===== config.mk =====
export PLATFORM = sky130hd
export DESIGN_NAME = reward_decider_pipe
export DESIGN_NICKNAME = d
export VERILOG_FILES = /design/src/rtl/rd_pkg.sv /design/src/rtl/rd_stat_acc.sv /design/src/rtl/reward_decider_pipe.sv
export SDC_FILE = /design/constraint.sdc
export NUM_CORES = 1
export LEC_CHECK = 0
export CAP_MARGIN = 25
export CORE_ASPECT_RATIO = 1.75
export CORE_UTILIZATION = 40
export CTS_CLUSTER_SIZE = 40
export DETAILED_ROUTE_END_ITERATION = 6
export GPL_ROUTABILITY_DRIVEN = 0
export GPL_TIMING_DRIVEN = 0
export SLEW_MARGIN = 15
export SYNTH_ARGS = -nofsm -noshare
export SYNTH_HDL_FRONTEND = slang
export SYNTH_HIERARCHICAL = 1
export SYNTH_SLANG_ARGS = --single-unit

===== constraint.sdc =====
create_clock -name clk -period 6.1 [get_ports clk]
set_input_delay 0.61 -clock clk [delete_from_list [all_inputs] [get_ports clk]]
set_output_delay 0.61 -clock clk [all_outputs]
set_load 0.1 [all_outputs]

===== src/rtl/rd_pkg.sv =====
// Shared types and helpers for the reward decider pipeline.
// Saturating adders work on 64-bit containers; callers pass the live width.
package rd_pkg;

    typedef enum logic [1:0] {
        SEL_LO,
        SEL_MID,
        SEL_HI,
        SEL_ERR
    } sel_e;

    function automatic sel_e rd_select(
        input int unsigned a,
        input int unsigned amax,
        input int unsigned amin,
        input int unsigned na
    );
        sel_e s;
        if (a >= na || amax >= na || amin >= na) begin
            s = SEL_ERR;
        end else if (a == amax) begin
            s = SEL_HI;
        end else if (a == amin) begin
            s = SEL_LO;
        end else begin
            s = SEL_MID;
        end
        return s;
    endfunction

    function automatic logic signed [63:0] sat_add_s(
        input logic signed [63:0] a,
        input logic signed [63:0] b,
        input int                 w
    );
        logic signed [63:0] s;
        logic signed [63:0] mx;
        logic signed [63:0] mn;
        s  = a + b;
        mx = (64'sd1 <<< (w - 1)) - 64'sd1;
        mn = -(64'sd1 <<< (w - 1));
        if (s > mx) begin
            s = mx;
        end else if (s < mn) begin
            s = mn;
        end
        return s;
    endfunction

    function automatic logic [63:0] sat_add_u(
        input logic [63:0] a,
        input logic [63:0] b,
        input int          w
    );
        logic [63:0] s;
        logic [63:0] mx;
        s  = a + b;
        mx = (64'd1 << w) - 64'd1;
        return (s > mx) ? mx : s;
    endfunction

endpackage


===== src/rtl/rd_stat_acc.sv =====
// Per-episode statistics: saturating reward sum, step and greedy-hit counts.
// A clear wins over a simultaneous accepted beat, which is then not counted.
module rd_stat_acc
    import rd_pkg::*;
#(
    parameter int DW = 32,
    parameter int SW = 40,
    parameter int CW = 24
) (
    input  logic          clk,
    input  logic          rst,
    input  logic          clr,
    input  logic          en,
    input  logic          err,
    input  logic          hit,
    input  logic [DW-1:0] r,
    output logic [SW-1:0] acc_sum,
    output logic [CW-1:0] step_cnt,
    output logic [CW-1:0] hit_cnt
);

    logic [SW-1:0] acc_q, acc_d;
    logic [CW-1:0] step_q, step_d;
    logic [CW-1:0] hit_q, hit_d;
    logic signed [63:0] acc_x;
    logic signed [63:0] r_x;

    always_comb begin
        acc_x  = {{(64-SW){acc_q[SW-1]}}, acc_q};
        r_x    = err ? 64'sd0 : {{(64-DW){r[DW-1]}}, r};
        acc_d  = acc_q;
        step_d = step_q;
        hit_d  = hit_q;
        if (clr) begin
            acc_d  = '0;
            step_d = '0;
            hit_d  = '0;
        end else if (en) begin
            acc_d  = SW'(sat_add_s(acc_x, r_x, SW));
            step_d = CW'(sat_add_u(64'(step_q), 64'd1, CW));
            if (hit) begin
                hit_d = CW'(sat_add_u(64'(hit_q), 64'd1, CW));
            end
        end
    end

    always_ff @(posedge clk or negedge rst) begin
        if (!rst) begin
            acc_q  <= '0;
            step_q <= '0;
            hit_q  <= '0;
        end else begin
            acc_q  <= acc_d;
            step_q <= step_d;
            hit_q  <= hit_d;
        end
    end

    assign acc_sum  = acc_q;
    assign step_cnt = step_q;
    assign hit_cnt  = hit_q;

endmodule


===== src/rtl/reward_decider_pipe.sv =====
// Q-learning reward decider: S1 captures a beat, S2 holds the chosen reward.
// in_ready is combinational from out_ready so a full pipe still streams.
module reward_decider_pipe
    import rd_pkg::*;
#(
    parameter int DW = 32,
    parameter int NA = 4,
    parameter int AW = $clog2(NA),
    parameter int SW = 40,
    parameter int CW = 24
) (
    input  logic          clk,
    input  logic          rst,
    input  logic          in_valid,
    output logic          in_ready,
    input  logic [AW-1:0] A,
    input  logic [AW-1:0] Amax,
    input  logic [AW-1:0] Amin,
    input  logic [DW-1:0] R_hi,
    input  logic [DW-1:0] R_mid,
    input  logic [DW-1:0] R_lo,
    output logic          out_valid,
    input  logic          out_ready,
    output logic [DW-1:0] R,
    output logic          R_err,
    input  logic          episode_clr,
    output logic [SW-1:0] acc_sum,
    output logic [CW-1:0] step_cnt,
    output logic [CW-1:0] hit_cnt
);

    logic          s1_valid_q, s1_valid_d;
    logic [AW-1:0] a_q, a_d;
    logic [AW-1:0] amax_q, amax_d;
    logic [AW-1:0] amin_q, amin_d;
    logic [DW-1:0] hi_q, hi_d;
    logic [DW-1:0] mid_q, mid_d;
    logic [DW-1:0] lo_q, lo_d;

    logic          out_valid_q, out_valid_d;
    logic [DW-1:0] r_q, r_d;
    logic          err_q, err_d;
    logic          hit_q, hit_d;

    logic          adv1;
    logic          adv2;
    sel_e          sel;

    assign adv2     = !out_valid_q || out_ready;
    assign adv1     = !s1_valid_q || adv2;
    assign in_ready = adv1;

    always_comb begin
        s1_valid_d = s1_valid_q;
        a_d        = a_q;
        amax_d     = amax_q;
        amin_d     = amin_q;
        hi_d       = hi_q;
        mid_d      = mid_q;
        lo_d       = lo_q;
        if (adv1) begin
            s1_valid_d = in_valid;
        end
        if (adv1 && in_valid) begin
            a_d    = A;
            amax_d = Amax;
            amin_d = Amin;
            hi_d   = R_hi;
            mid_d  = R_mid;
            lo_d   = R_lo;
        end
    end

    always_comb begin
        sel         = rd_select(32'(a_q), 32'(amax_q), 32'(amin_q), NA);
        out_valid_d = out_valid_q;
        r_d         = r_q;
        err_d       = err_q;
        hit_d       = hit_q;
        if (adv2) begin
            out_valid_d = s1_valid_q;
        end
        if (adv2 && s1_valid_q) begin
            err_d = (sel == SEL_ERR);
            hit_d = (sel == SEL_HI);
            unique case (sel)
                SEL_HI:  r_d = hi_q;
                SEL_LO:  r_d = lo_q;
                SEL_MID: r_d = mid_q;
                default: r_d = '0;
            endcase
        end
    end

    always_ff @(posedge clk or negedge rst) begin
        if (!rst) begin
            s1_valid_q  <= 1'b0;
            a_q         <= '0;
            amax_q      <= '0;
            amin_q      <= '0;
            hi_q        <= '0;
            mid_q       <= '0;
            lo_q        <= '0;
            out_valid_q <= 1'b0;
            r_q         <= '0;
            err_q       <= 1'b0;
            hit_q       <= 1'b0;
        end else begin
            s1_valid_q  <= s1_valid_d;
            a_q         <= a_d;
            amax_q      <= amax_d;
            amin_q      <= amin_d;
            hi_q        <= hi_d;
            mid_q       <= mid_d;
            lo_q        <= lo_d;
            out_valid_q <= out_valid_d;
            r_q         <= r_d;
            err_q       <= err_d;
            hit_q       <= hit_d;
        end
    end

    assign out_valid = out_valid_q;
    assign R         = r_q;
    assign R_err     = err_q;

    rd_stat_acc #(
        .DW(DW),
        .SW(SW),
        .CW(CW)
    ) u_stat (
        .clk     (clk),
        .rst     (rst),
        .clr     (episode_clr),
        .en      (out_valid_q && out_ready),
        .err     (err_q),
        .hit     (hit_q),
        .r       (r_q),
        .acc_sum (acc_sum),
        .step_cnt(step_cnt),
        .hit_cnt (hit_cnt)
    );

endmodule

Yosys cells after proc, flatten, opt, wreduce, memory -nomap -nowiden
Index checks and enable logic that the tools add are counted.
- add/subtract/negate cells: 3
- order comparisons: 4
- equality and inequality tests: 5
- mux-type cells: 15
- reduce and logical (&&, ||, !) cells: 11
- operators with widths (operator ; number):
    24-bit 2-to-1 mux ; 7
    40-bit 2-to-1 mux ; 4
    32-bit one-hot mux with 3 select lines ; 1
    40-bit by 64-bit adder with 64-bit output ; 1
    64-bit by 40-bit greater-than comparator with 1-bit output (second input constant) ; 1
    64-bit by 40-bit < comparator with 1-bit output (second input constant) ; 1
    64-bit 2-to-1 mux ; 1
    24-bit by 1-bit adder with 25-bit output (second input constant) ; 2
    25-bit by 24-bit greater-than comparator with 1-bit output (second input constant) ; 2
    2-bit equality test ; 2
    2-bit equality test (second input constant) ; 2
    2-bit nonzero test ; 2
    1-bit logical AND ; 3
    2-bit by 1-bit equality test with 1-bit output (second input constant) ; 1
    1-bit zero test ; 2
    2-bit zero test ; 1
    1-bit logical OR ; 2
    2-bit 2-to-1 mux ; 1
    2-bit AND reduction ; 1
    1-bit 2-to-1 mux ; 1
- flip-flop bits (word level): 226
- bits of input ports: 107
- output and inout bits: 123
- logic and storage cells: 52

Longest topological paths before layout
Gate-level depths: netlist of run 1.
- depth after elaboration: 7
- depth in mapped cells: 16
- gate-level depth less buffers: 13

By module
Netlist of run 1, hierarchy kept.
- by module, submodules not included (module ; times used ; cells an instance ; area each (sq um) ; sequential area each (sq um)):
    rd_stat_acc ; 1 ; 946 ; 7369.6 ; 2202.1
    reward_decider_pipe ; 1 ; 414 ; 5992.0 ; 3453.3

Least setup slack after synthesis of run 1
Ideal clock, no wire load.
- path kind: register to register
- start: register err_q (netlist: R_err)
- end: register u_stat.acc_q[18] (netlist: u_stat/acc_sum[18])
- library setup time: 0.126 ns
- arrival: 4.058 ns
- data required time: 5.974 ns
- path slack: 1.916 ns
- cell stages (with the launch flop): 17
- buffers on the path: 3
- period minus slack after synthesis: 4.184 ns
- cells stage by stage: dfrtp_1 -> clkbuf_1 -> nor2b_1 -> ha_1 -> inv_1 -> fa_1 -> nand2b_1 -> a21oi_1 -> o21ai_0 -> a2111oi_2 -> o211ai_1 -> o21ai_1 -> o21bai_2 -> and2_1 -> buf_2 -> buf_2 -> a221o_1
- longest elaborated chain between the ends: 7
- elaborated cells on any way between the ends: 8
- classes of those cells: add/sub: 1; order compare: 2; mux: 5
- ends and longest elaborated chain (item ; RTL line ; source):
    start, declared ; reward_decider_pipe.sv:42 ; logic err_q, err_d;
    start signal, assigned ; reward_decider_pipe.sv:118 ; err_q <= err_d;
    64-bit 2-to-1 mux * ; rd_stat_acc.sv:30 ; r_x = err ? 64'sd0 : {{(64-DW){r[DW-1]}}, r};
    40-bit by 64-bit adder with 64-bit output * ; rd_pkg.sv:39 ; s = a + b;
    64-bit by 40-bit < comparator with 1-bit output ; rd_pkg.sv:44 ; end else if (s < mn) begin
    40-bit 2-to-1 mux ; rd_pkg.sv:44 ;
    40-bit 2-to-1 mux * ; rd_pkg.sv:42 ; if (s > mx) begin
    40-bit 2-to-1 mux * ; rd_stat_acc.sv:38 ; end else if (en) begin
    40-bit 2-to-1 mux * ; rd_stat_acc.sv:34 ; if (clr) begin
    end signal, assigned ; rd_stat_acc.sv:49 ; acc_q <= '0;
    end signal, assigned ; rd_stat_acc.sv:53 ; acc_q <= acc_d;
    end, declared ; rd_stat_acc.sv:22 ; logic [SW-1:0] acc_q, acc_d;
Every way passes the cells marked *; elsewhere a longest branch is shown, timed or not. The select of a mux whose other input is x is not followed.
A chain may end at the register's enable or synchronous reset.

Worst setup path after layout of run 1
- start: register err_q (netlist: R_err)
- end: register u_stat.acc_q[21] (netlist: u_stat/acc_sum[21])
The elaborated chain is that of the path after synthesis.

==> results of run 1 <==
where the power goes:
group / switching [W] / total, W / internal, W
sequential: 0.000253 / 0.00204 / 0.00179
combinational: 0.00286 / 0.00414 / 0.00128
clock: 0.000630 / 0.00147 / 0.000844
total: 0.00374 / 0.00766 / 0.00392
state kept, by name (all words and copies together) (netlist names):
register / cells
mid_q: 32
u_stat/acc_sum: 40
amin_q: 2
hi_q: 32
out_valid: 1
s1_valid_q: 1
lo_q: 32
a_q: 2
hit_q: 1
amax_q: 2
u_stat/step_cnt: 24
u_stat/hit_cnt: 24
R: 32
R_err: 1
per-stage QoR:
step	instance area, um^2	utilization [%]	worst slack [ps]
5_1_grt	17000	51.6	829
3_3_place_gp	16200	49.1	-5650
4_1_cts	17000	51.6	1150
6_report	17000	51.6	1140
3_5_place_dp	16200	49.2	1180
2_1_floorplan	13400	-	1920
metal layers:
metal	global-route usage, %	routed length [um]	vias up
met1	24.0	14500	5594
met2	46.8	22400	345
met5	0	0	-
li1	-	-	5457
met4	10.7	1690	0
met3	4.25	2010	95
kinds of logic (layout without fill, tap and decap cells):
kind of cell               after synthesis  after routing
muxes                                  139            139
AOI/OAI and AO/OA                      330            330
and+or+nand+nor                        458            458
adders and majority gates               36             36
DFF                                    226            226
buffers and inverters                  123            396
xor gates and xnor gates                48             48
layout make-up:
cell class,count,area [um^2]
flip-flops and latches,226,5660
repair buffers,230,2340
fillers,3034,15900
multi-input cells,1011,7050
well taps,405,507
plain buffers,92,544
inverters,31,116
clock inverters,8,76.3
clock buffers,35,703
path summary, 6_finish.rpt:
| kind | from | to | slack, ps | depth (start not counted) |
|---|---|---|---|---|
| worst max register to register | R_err | u_stat/acc_sum[21] | 1140 | 16 |
| worst max-delay path | R_err | u_stat/acc_sum[21] | 1140 | 16 |
| worst min register to register | mid_q[20] | mid_q[20] | 490 | 1 |
| min in group clk | mid_q[20] | mid_q[20] | 490 | 1 |
| max in group asynchronous | rst | lo_q[20] | 5210 | 2 |
| worst min-delay path | rst | u_stat/step_cnt[13] | 1 | 1 |
placed cells by master (no fill, tap or decap), drive strengths merged, types with 32 or more instances in the layout:
cell	count
o211ai	42
xnor2	33
inv	32
clkdlybuf4s50	227
nand3	77
nor2	104
o21ai	87
dfrtp	226
mux2i	37
buf	42
clkbuf	88
nor2b	39
mux2	102
nand2	112
a21oi	69
ha	35
critical path, cell delays in order (launching register included):
cell and delay, ps:
dfrtp_1 540, clkbuf_1 330, nor2b_1 250, ha_1 200
inv_1 60, fa_1 370, nand2b_1 200, a21oi_1 340
o21ai_0 270, a2111oi_2 570, o211ai_1 220, o21ai_1 260
o21bai_2 220, and2_1 210, buf_2 190, buf_2 230
a221o_1 350
==> flow_metrics.py, run 1 <==
metrics = {
    "yosys": {
        "synthesis.nets": 1503,
        "muxShareOfSynthArea_pct": 11.4,
        "syn_avg_cell_area_um2": 9.82,
        "yosysTopAreaCell": "dfrtp_1",
        "synth_flop_cell": "dfrtp_1",
        "synth-simple-area-share_pct": 17.1,
        "synth.area.top_cells": "dfrtp_1, mux2_1, ha_1",
        "synthXorXnorAreaFrac_pct": 3.15,
        "synth_top_family_by_area": "compound AO/OA/AOI/OAI gates",
        "syn_area_um2": 13400,
        "yosysMostFrequentCell": "dfrtp_1",
        "synth_top_area_share_pct": 42.3,
        "yosys_register_bits": 226,
        "ys_types": 79,
        "async_reset_ff_share_pct": 100,
        "netlist_instances": 1360,
        "ys_seq_area_share_pct": 42.3,
        "ys_warn_count": 6,
        "synth-edff-count": 0,
        "synth-compound-area-share_pct": 17.7,
        "synth_adder_area_share_pct": 3.43,
        "synthTopCellsByCount": "dfrtp_1, nand2_1, nor2_1",
    },
    "clock_tree": {
        "clock-sinks": 226,
        "postCtsSetupRepairBufs": 0,
        "path_clk_slew_ps": 70,
        "cts_hold_buf": 0,
        "cts_buffers": 25,
        "clk_latency_ps": 540,
        "cts-root-buf": "clkbuf_16",
        "cts_max_path_buffers": 3,
        "cts_resized": 0,
        "htree_num_levels": 1,
        "cts_tree": "yes",
    },
    "finish": {
        "syn_to_final_growth_pct": 27.2,
        "drive_above_1_share_pct": 8.94,
        "antenna_cells": 0,
        "post_layout_nonfiller_instances": 2038,
        "nets": 1760,
    },
    "global_route": {
        "grt_pass1_vias": 11831,
        "grt_pass1_wl_um": 63800,
        "grt_remaining_overflow": 0,
        "grt.total_usage_pct": 23.9,
        "antenna_found_initial": 0,
        "grt_start_max_net_pins": 92,
    },
    "pwr": {
        "p_leak_nw": 7.01,
        "pwr_density_cell_nw_per_um2": 451,
        "ir_drop_mv": 0.315,
        "p_total_w": 0.00766,
    },
    "critical_path": {
        "critPathMaxFanout": 10,
        "crit_path_end_kind": "flip-flop",
        "crit_type": "flip-flop to flip-flop",
        "arrival_ps": 5370,
        "cp.required_ps": 6510,
        "critPathLaunchType": "flip-flop",
    },
    "floorplan": {
        "die_x_um": 140,
        "ioPinCount": 230,
        "die_y_um": 244,
        "fp-row-count": 88,
        "coreArea_um2": 32900,
        "initial_core_util_pct": 40.6,
        "die_area_um2": 34200,
    },
    "timing": {
        "hold_viol_final": 0,
        "finalCriticalPeriod_ps": 4960,
        "grt_setup_unrepaired": "false",
        "setup_viol": 0,
        "setup_tns_ps": 0,
        "max_freq_ghz": 0.202,
        "slew_headroom_pct": 25.1,
        "hold_ws_ps": 1.09,
        "tightest_slew_ps": 1120,
        "drv_slew": 0,
        "skew_ps": 16.3,
        "finalCritPeriodShare_pct": 81.3,
    },
    "place": {
        "dp.final_hpwl_um": 31600,
        "port_buffers": 228,
        "dp.cells": 1995,
    },
    "detailed_routing": {
        "drtPass1Iterations": 5,
        "routedWlPerCell_um": 19.9,
        "drt_wl_total_um": 40600,
        "vias": 11491,
        "via_per_inst": 5.64,
        "ant_nets": 0,
        "drt_iter0_drc": 513,
        "drc": 0,
    },
    "job": {
        "cap_violations": 0,
    },
    "outcome": {
        "status": "complete, no violations",
    },
    "worst_hold_path": {
        "hp-class": "input port to async pin",
    },
}
No activity file was read; power rests on OpenSTA's default activity.
==> run 2: changes to the inputs <==
PLACE_DENSITY = 0.66   (was not set)
clock period = 4.1 ns   (was 6.1 ns; I/O delays follow)
==> run 2 against run 1 <==
Effect of this change:
- sequential cell count did not move
- clock skew fell by 9.6 ps
- design area rose by 1.0%
==> flow_metrics.py, run 2 (synthesis results as in run 1) <==
metrics = {
    "floorplan": {
        "ioPinCount": 230,
        "die_area_um2": 34200,
        "initial_core_util_pct": 40.6,
        "die_y_um": 244,
        "die_x_um": 140,
        "fp-row-count": 88,
        "coreArea_um2": 32900,
    },
    "timing": {
        "finalCriticalPeriod_ps": 3960,
        "drv_slew": 0,
        "setup_viol": 0,
        "tightest_slew_ps": 1060,
        "hold_ws_ps": 380,
        "max_freq_ghz": 0.253,
        "skew_ps": 6.71,
        "slew_headroom_pct": 28.9,
        "finalCritPeriodShare_pct": 96.5,
        "hold_viol_final": 0,
        "grt_setup_unrepaired": "true",
    },
    "place": {
        "dp.final_hpwl_um": 30400,
        "port_buffers": 228,
    },
    "clock_tree": {
        "clk_latency_ps": 530,
        "htree_num_levels": 1,
        "cts_max_path_buffers": 3,
        "path_clk_slew_ps": 60,
        "cts_buffers": 24,
        "cts-root-buf": "clkbuf_16",
        "clock-sinks": 226,
        "cts_tree": "yes",
    },
    "finish": {
        "syn_to_final_growth_pct": 28.5,
        "largest_reg_flops": 40,
        "antenna_cells": 0,
        "final_common_cell": "clkdlybuf4s50_1",
        "drive_above_1_share_pct": 10.2,
        "final_cell_mix": "clkdlybuf4s50_1, dfrtp_1, nand2_1, nor2_1, mux2_1",
        "nets": 1761,
    },
    "global_route": {
        "grt_pass1_wl_um": 61900,
        "antenna_found_initial": 0,
        "grt_pass1_vias": 11670,
        "grt.total_usage_pct": 23.0,
        "grt_remaining_overflow": 0,
        "grt_start_max_net_pins": 94,
    },
    "pwr": {
        "pwr_density_cell_nw_per_um2": 672,
        "ir_drop_mv": 0.500,
        "p_total_w": 0.0115,
        "p_leak_nw": 7.11,
    },
    "critical_path": {
        "path_cells": "buf_4 -> nor2b_2 -> ha_1 -> inv_1 -> fa_1 -> nand2b_4 -> a21oi_4 -> o21ai_2 -> a2111oi_4 -> o211ai_1 -> o21ai_2 -> o21bai_4 -> and2_1 -> clkbuf_4 -> buf_4 -> a221o_1",
        "r2r_end": "u_stat/acc_sum[10]",
        "critical-path-top-delay-family": "compound AO/OA/AOI/OAI gates",
        "arrival_ps": 4370,
        "critPathMaxFanout": 10,
        "crit_type": "flip-flop to flip-flop",
        "cp.required_ps": 4510,
        "critPathLaunchType": "flip-flop",
        "slowest_delay_ps": 440,
        "r2r-start": "R_err",
        "reg2reg_slack_ps": 140,
        "cp_slowest_cell": "dfrtp_2",
        "reg2reg_depth": 16,
        "crit_path_end_kind": "flip-flop",
        "worst-path-buf-inv": 4,
    },
    "detailed_routing": {
        "drt_wl_total_um": 39000,
        "drtPass1Iterations": 5,
        "via_per_inst": 5.58,
        "drt_iter0_drc": 464,
        "drc": 0,
        "vias": 11390,
        "routedWlPerCell_um": 19.1,
        "ant_nets": 0,
    },
    "worst_hold_path": {
        "hp-class": "input port to async pin",
    },
    "outcome": {
        "status": "complete, no violations",
    },
    "job": {
        "cap_violations": 0,
    },
}
run 2: changes by cell type in the layout (fill, tap and decap cells not counted), moves of 2 or more:
cell        before  now
a21oi_1         69   67
bufinv_16        1    3
clkinv_2         3    5
o21ai_0         82   80
buf_4            6   15
buf_2           17   14
clkbuf_1        58   48
o21ai_2          1    3
clkinvlp_4       3    1
clkbuf_2         1    3
run 2: report_power, final:
group | internal [W] | total, W | switching (W) | leakage, nW
Combinational | 0.00195 | 0.00620 | 0.00425 | 3.87
Sequential | 0.00266 | 0.00304 | 0.000384 | 2.83
Clock | 0.00138 | 0.00230 | 0.000925 | 0.412
Total | 0.00598 | 0.0115 | 0.00556 | 7.11
run 2: worst max-delay path by stage:
stage	startpoint	endpoint	cells after the start
floorplan	R[0]	u_stat/acc_sum[18]	15
global placement	rst	R_err	1
detailed placement	R_err	u_stat/acc_sum[25]	16
CTS	R_err	u_stat/acc_sum[25]	16
global route	R_err	u_stat/acc_sum[25]	16
finish	R_err	u_stat/acc_sum[10]	16
run 2: repair_timing:
| item | in CTS | in global routing |
|---|---|---|
| resized for setup | 10 | 15 |
| endpoints found under the hold margin | 47 | 0 |
| setup endpoints to repair | 38 | 32 |
| buffers inserted | 4 | 2 |
| hold buffers | 1 | 0 |
| pin swaps | 2 | 5 |
run 2: metrics by stage:
stage	cell area, um^2	worst slack [ps]	setup TNS, ps	utilization [%]	instances
after floorplan	13400	5.64	0	-	1360
after global placement	16200	-8230	-1666830	49.1	1993
after detailed placement	16200	-537	-15780	49.2	1995
after CTS	17100	11.2	0	52.0	2043
after global routing	17200	-20.7	-35.5	52.1	2040
final	17200	144	0	52.1	2040
run 2: layout make-up:
type / count / area [um^2]
multi-input cells: 1011 / 7120
inverters: 31 / 116
plain buffers: 87 / 539
well taps: 405 / 507
clock buffers: 32 / 692
flip-flops and latches: 226 / 5660
clock inverters: 11 / 140
repair buffers: 237 / 2400
fillers: 3052 / 15800
run 2: metal layers:
layer | routed length [um] | share of wire, % | track usage, %
met1 | 14000 | 36 | 23.4
met2 | 21700 | 55 | 45.0
met3 | 1690 | 4.3 | 3.34
met4 | 1680 | 4.3 | 10.7
met5 | 0 | 0 | 0
